==> config.mk <==
export PLATFORM = sky130hd
export DESIGN_NAME = rab_arbiter
export DESIGN_NICKNAME = d
export VERILOG_FILES = /design/src/rtl/rab_arbiter_pkg.sv /design/src/rtl/rab_wdt.sv /design/src/rtl/rab_arbiter.sv
export SDC_FILE = /design/constraint.sdc
export NUM_CORES = 1
export LEC_CHECK = 0
export ABC_AREA = 0
export ABC_CLOCK_PERIOD_IN_PS = 3350
export CORE_UTILIZATION = 35
export CTS_BUF_LIST = sky130_fd_sc_hd__clkbuf_8 sky130_fd_sc_hd__clkbuf_16
export CTS_CLUSTER_SIZE = 40
export DETAILED_ROUTE_END_ITERATION = 12
export DONT_BUFFER_PORTS = 1
export PLACE_DENSITY_LB_ADDON = 0.05
export SYNTH_ARGS = -nofsm -noshare
export SYNTH_HDL_FRONTEND = slang
export SYNTH_SLANG_ARGS = --single-unit
==> constraint.sdc <==
create_clock -name clk -period 3.35 [get_ports clk]
set_clock_uncertainty 0.05 [all_clocks]
set_input_delay 0.1675 -clock clk [delete_from_list [all_inputs] [get_ports clk]]
set_output_delay 0.1675 -clock clk [all_outputs]
set_load 0.05 [all_outputs]
==> src/rtl/rab_arbiter_pkg.sv <==
// Shared definitions for the register-access-bus arbiter.
// Latency: n/a (types and constants only).
// Backpressure: n/a.
package rab_arbiter_pkg;

   localparam int RAB_ADDR_WIDTH_DEF = 8;
   localparam int TMO_CYCLES_DEF     = 64;

   localparam logic [7:0] RAB_WR_RSP_DATA  = 8'h00;
   localparam logic [7:0] RAB_TMO_RSP_DATA = 8'hFF;

   typedef enum logic [1:0] {
      ST_IDLE    = 2'd0,
      ST_MCU_ACC = 2'd1,
      ST_I2C_ACC = 2'd2,
      ST_RELEASE = 2'd3
   } rab_state_e;

   // A real ack wins over a coincident timeout; writes return a fixed pattern.
   function automatic logic [7:0] rab_rsp_data(input logic       acked,
                                               input logic       is_write,
                                               input logic [7:0] rdata);
      logic [7:0] rsp;
      rsp = rdata;
      if (!acked) begin
         rsp = RAB_TMO_RSP_DATA;
      end else if (is_write) begin
         rsp = RAB_WR_RSP_DATA;
      end
      return rsp;
   endfunction

endpackage

==> src/rtl/rab_wdt.sv <==
// Access watchdog: counts cycles spent in an access and flags the final allowed cycle.
// Latency: expire_o is combinational from the count, asserted in the TMO_CYCLES-th enabled cycle.
// Backpressure: none; the counter saturates at its last value until cleared.
module rab_wdt #(
   parameter int TMO_CYCLES = 64
) (
   input  logic clk,
   input  logic rst,
   input  logic clr_i,
   input  logic en_i,
   output logic expire_o
);

   localparam logic [7:0] LAST_CNT = 8'(TMO_CYCLES - 1);

   logic [7:0] cnt_q;
   logic [7:0] cnt_d;

   // Clear on access entry, count while the access is open.
   always_comb begin
      cnt_d = cnt_q;
      if (clr_i) begin
         cnt_d = '0;
      end else if (en_i && (cnt_q != LAST_CNT)) begin
         cnt_d = cnt_q + 8'd1;
      end
   end

   // Counter register.
   always_ff @(posedge clk or negedge rst) begin
      if (!rst) begin
         cnt_q <= '0;
      end else begin
         cnt_q <= cnt_d;
      end
   end

   assign expire_o = en_i && !clr_i && (cnt_q == LAST_CNT);

endmodule

==> src/rtl/rab_arbiter.sv <==
// Two-master (MCU, I2C) arbiter onto a single register-access bus with ack timeout.
// Latency: request sampled at edge N -> strobe after N -> requester ack one cycle after rab_ack is seen.
// Backpressure: a losing requester simply holds its level request until it is granted.
module rab_arbiter
   import rab_arbiter_pkg::*;
#(
   parameter int RAB_ADDR_WIDTH = RAB_ADDR_WIDTH_DEF,
   parameter int TMO_CYCLES     = TMO_CYCLES_DEF
) (
   input  logic                      clk,
   input  logic                      rst,
   input  logic                      mcu_rab_read,
   input  logic                      mcu_rab_write,
   input  logic [RAB_ADDR_WIDTH-1:0] mcu_rab_addr,
   input  logic [7:0]                mcu_rab_wdata,
   output logic                      mcu_rab_ack,
   output logic [7:0]                mcu_rab_rdata,
   input  logic                      i2c_rab_read,
   input  logic                      i2c_rab_write,
   input  logic [RAB_ADDR_WIDTH-1:0] i2c_rab_addr,
   input  logic [7:0]                i2c_rab_wdata,
   output logic                      i2c_rab_ack,
   output logic [7:0]                i2c_rab_rdata,
   output logic                      rab_read,
   output logic                      rab_write,
   output logic [RAB_ADDR_WIDTH-1:0] rab_addr,
   output logic [7:0]                rab_wdata,
   input  logic                      rab_ack,
   input  logic [7:0]                rab_rdata,
   output logic                      rab_tmo,
   output logic                      rab_owner
);

   rab_state_e                state_q,    state_d;
   logic                      owner_q,    owner_d;
   logic [RAB_ADDR_WIDTH-1:0] addr_q,     addr_d;
   logic [7:0]                wdata_q,    wdata_d;
   logic                      rd_q,       rd_d;
   logic                      wr_q,       wr_d;
   logic                      mcu_ack_q,  mcu_ack_d;
   logic                      i2c_ack_q,  i2c_ack_d;
   logic                      tmo_q,      tmo_d;
   logic [7:0]                mcu_rdat_q, mcu_rdat_d;
   logic [7:0]                i2c_rdat_q, i2c_rdat_d;

   logic       mcu_req, i2c_req;
   logic       grant_i2c, grant_wr;
   logic       in_acc, wdt_clr, wdt_expire;
   logic [7:0] rsp_dat;

   assign mcu_req = mcu_rab_read | mcu_rab_write;
   assign i2c_req = i2c_rab_read | i2c_rab_write;
   assign in_acc  = (state_q == ST_MCU_ACC) || (state_q == ST_I2C_ACC);

   rab_wdt #(
      .TMO_CYCLES (TMO_CYCLES)
   ) u_wdt (
      .clk      (clk),
      .rst      (rst),
      .clr_i    (wdt_clr),
      .en_i     (in_acc),
      .expire_o (wdt_expire)
   );

   // Arbitration, next-state and next-value computation for all registered outputs.
   always_comb begin
      state_d    = state_q;
      owner_d    = owner_q;
      addr_d     = addr_q;
      wdata_d    = wdata_q;
      rd_d       = rd_q;
      wr_d       = wr_q;
      mcu_ack_d  = 1'b0;
      i2c_ack_d  = 1'b0;
      tmo_d      = 1'b0;
      mcu_rdat_d = mcu_rdat_q;
      i2c_rdat_d = i2c_rdat_q;
      wdt_clr    = 1'b0;
      grant_i2c  = i2c_req && (!mcu_req || !owner_q);
      grant_wr   = grant_i2c ? i2c_rab_write : mcu_rab_write;
      rsp_dat    = rab_rsp_data(rab_ack, wr_q, rab_rdata);

      unique case (state_q)
         ST_IDLE: begin
            if (mcu_req || i2c_req) begin
               state_d = grant_i2c ? ST_I2C_ACC : ST_MCU_ACC;
               owner_d = grant_i2c;
               addr_d  = grant_i2c ? i2c_rab_addr  : mcu_rab_addr;
               wdata_d = grant_i2c ? i2c_rab_wdata : mcu_rab_wdata;
               wr_d    = grant_wr;
               rd_d    = !grant_wr;
               wdt_clr = 1'b1;
            end
         end
         ST_MCU_ACC, ST_I2C_ACC: begin
            if (rab_ack || wdt_expire) begin
               state_d = ST_RELEASE;
               rd_d    = 1'b0;
               wr_d    = 1'b0;
               tmo_d   = !rab_ack;
               if (state_q == ST_MCU_ACC) begin
                  mcu_ack_d  = 1'b1;
                  mcu_rdat_d = rsp_dat;
               end else begin
                  i2c_ack_d  = 1'b1;
                  i2c_rdat_d = rsp_dat;
               end
            end
         end
         ST_RELEASE: begin
            state_d = ST_IDLE;
         end
         default: begin
            state_d = ST_IDLE;
         end
      endcase
   end

   // State and output registers; reset aborts any open access without an ack.
   always_ff @(posedge clk or negedge rst) begin
      if (!rst) begin
         state_q    <= ST_IDLE;
         owner_q    <= 1'b1;
         addr_q     <= '0;
         wdata_q    <= '0;
         rd_q       <= 1'b0;
         wr_q       <= 1'b0;
         mcu_ack_q  <= 1'b0;
         i2c_ack_q  <= 1'b0;
         tmo_q      <= 1'b0;
         mcu_rdat_q <= 8'h00;
         i2c_rdat_q <= 8'h00;
      end else begin
         state_q    <= state_d;
         owner_q    <= owner_d;
         addr_q     <= addr_d;
         wdata_q    <= wdata_d;
         rd_q       <= rd_d;
         wr_q       <= wr_d;
         mcu_ack_q  <= mcu_ack_d;
         i2c_ack_q  <= i2c_ack_d;
         tmo_q      <= tmo_d;
         mcu_rdat_q <= mcu_rdat_d;
         i2c_rdat_q <= i2c_rdat_d;
      end
   end

   assign rab_read      = rd_q;
   assign rab_write     = wr_q;
   assign rab_addr      = addr_q;
   assign rab_wdata     = wdata_q;
   assign rab_tmo       = tmo_q;
   assign rab_owner     = owner_q;
   assign mcu_rab_ack   = mcu_ack_q;
   assign mcu_rab_rdata = mcu_rdat_q;
   assign i2c_rab_ack   = i2c_ack_q;
   assign i2c_rab_rdata = i2c_rdat_q;

endmodule

==> run metrics <==
via/cell ratio 5.49; Multi-input gate area 936 sq um; Syn. warnings 0; Fin Setup TNS 0 ns; Slew HR 0.287; DR vias 1,580; Avg Inst Size Synth 10.9 sq um; WS Path Type register to register; grt ovf 0; Worst Min Path Start mcu_rab_addr[5]; VDD IR max 0.000441 V; reg2reg end rab_addr[6]; share of cells above drive strength 1 0.0469; synth top area cells dfrtp_1 (52%), mux2i_1 (8.9%), o22a_1 (6.3%); Max-Cap Viols 0; clock latency on the worst-skew pair 0.30 ns; FP Rows 28; Antenna Cells 0; Clock Sinks 48; CTS tree yes; register area share after synthesis 0.537; post-CTS setup buffers 0; PwrDens 1170 nW/um^2; Yosys reg bits 48; initial DRC count 68; Final Core Density 0.409; antenna viol nets, final 0; Distinct cells, synth 39; outcome finished clean; Starting Density 0.370; IO Port Bufs 0; first-pass GRT wire length 7590 um; ys flop type dfrtp_1; area leader, netlist dfrtp_1; Clock Tree Root clkbuf_8; CTS Buf Count 5; Post-Syn Nets 257; area grow syn2layout 10.5%; IO Pins 85; Final Power 2.90 mW; Worst-path clk slew 0.09 ns; Layout Nets 263; Die H 82.0 um; most common library cells after synthesis dfrtp_1 (47), nand2_1 (22), o21ai_0 (21); post-route DRC violation count 0; Fin. Hold Viols 0; Worst Setup End Kind register; H-tree depth 2; unrepaired setup endpoints after global routing false; routability cong. 0.705; Final Critical Period 2.55 ns; area share of the largest cell type after synthesis 0.525; max-slew violations 0; final setup fails 0; CTS Buffer Depth 2; Slew @ Worst Pin 1.07 ns; reg2reg path depth 5; Max Clk Rate 392 MHz; CP arrival 2.65 ns; DRT Wirelength 4910 um; reg2reg start rab_owner; First-pass DRT Iterations 4; HPWL Detailed 3380 um; Worst Hold Depth 2; Reg2Reg Setup Slack 0.80 ns; Pleak 1.12 nW; largest net degree at the start of global routing 49; fillcell total 600; Final Cycle Share 0.761; Crit Path Max Fanout 19; die width 82.0 um; worst hold path endpoint rab_addr[5]; Placeable Area 6060 sq um; Post-synth EDFFs 0; initial antenna violation count 0; drt wl/cell 17.0 um; CP Data Required Time 3.46 ns; Cells after Synth 206; storage element area 1200 sq um; Post-Syn Area 2240 sq um; hold crit path type input port to register; Die ar. 6730 sq um; vias in the first global route 1,646; top-count cell post-synth dfrtp_1; startpoint types register; gr usage total 0.153; fraction of registers with async set or reset after synthesis 1.00
-- sequential cells by signal, summed over array words and instances (netlist names), 2 cells and up --
name	cells
mcu_rab_rdata	8
state_q	2
rab_wdata	8
i2c_rab_rdata	8
rab_addr	8
u_wdt.cnt_q	8
-- stage by stage --
stage	setup slack [ns]	hold slack [ns]	area, sq um	instances
after detailed placement	1.13	-0.176	2270	270
after CTS	0.825	0.000376	2460	286
after global routing	0.611	0.00118	2480	288
after global placement	1.18	-0.176	2270	270
after floorplan	1.61	-0.178	2240	206
final	0.801	0.00932	2480	288
-- power by group --
| part | switching (mW) | total [mW] | internal [mW] |
|---|---|---|---|
| clock network | 0.195 | 0.338 | 0.143 |
| registers | 0.927 | 1.75 | 0.821 |
| logic | 0.451 | 0.814 | 0.363 |
-- cell type report --
cell class / count / share of cell area
Clock inverter: 3 / 0.00657
Multi-Input combinational cell: 136 / 0.378
Tap cell: 75 / 0.0379
Inverter: 11 / 0.0167
Sequential cell: 48 / 0.486
Clock buffer: 5 / 0.0278
Timing Repair Buffer: 10 / 0.0475
-- how the worst max path moves through the flow --
stage                        start               end  slack [ns]  depth (start not counted)
finish                   rab_owner       rab_addr[6]        0.80                          5
global route             rab_owner      rab_wdata[4]        0.61                          5
CTS                      rab_owner      rab_wdata[4]        0.82                          5
detailed placement      state_q[0]  mcu_rab_rdata[7]        1.13                          5
global placement        state_q[0]  mcu_rab_rdata[3]        1.18                          5
floorplan           u_wdt.cnt_q[0]        state_q[0]        1.61                          5
-- metal layers --
metal	part of all wire	up-vias	wire (um)	global-route usage
met5	0	-	0	0
met2	0.50	73	2480	0.269
met4	0.014	0	71	0.0526
li1	-	742	-	-
met1	0.40	757	1950	0.165
met3	0.082	8	405	0.0611
-- timing repair --
item / 4_1_cts / 5_1_grt
hold endpoints to repair: 52 / 1
hold buffers: 8 / 2
resized for setup: 0 / 0
-- kinds of logic after synthesis --
logic type | share of synthesized area
compound gates | 0.177
simple gates | 0.112
flops | 0.537
buf+inv | 0.0458
mux | 0.0944
fa+ha+maj | 0.0223
xor+xnor | 0.0117
-- critical path, stage by stage, from the launching register on --
cell           delay (ns)
dfstp_2              0.48
o21ai_0              0.12
o21a_1               0.83
mux2i_1              0.29
dlygate4sd3_1        0.58
o21ai_1              0.05
-- cell usage in the layout, fill, tap and decap left out, types with 2 or more instances in the layout --
master         netlist  layout
o211ai_1             2       2
nor2_1               9       9
a21oi_1              4       4
nand3_1              3       3
nand2_1             22      22
xor2_1               3       3
a22o_1               3       3
o21ai_0             21      21
mux2i_1             20      20
nor3_1               2       2
o21ai_1              7       7
dfrtp_1             47      47
o22a_1              16      16
nand2b_1             2       2
and3_1               2       2
ha_1                 4       4
clkbuf_8             0       5
inv_1               11      13
dlygate4sd3_1        0       9
Power figures use the tool's default switching activity.
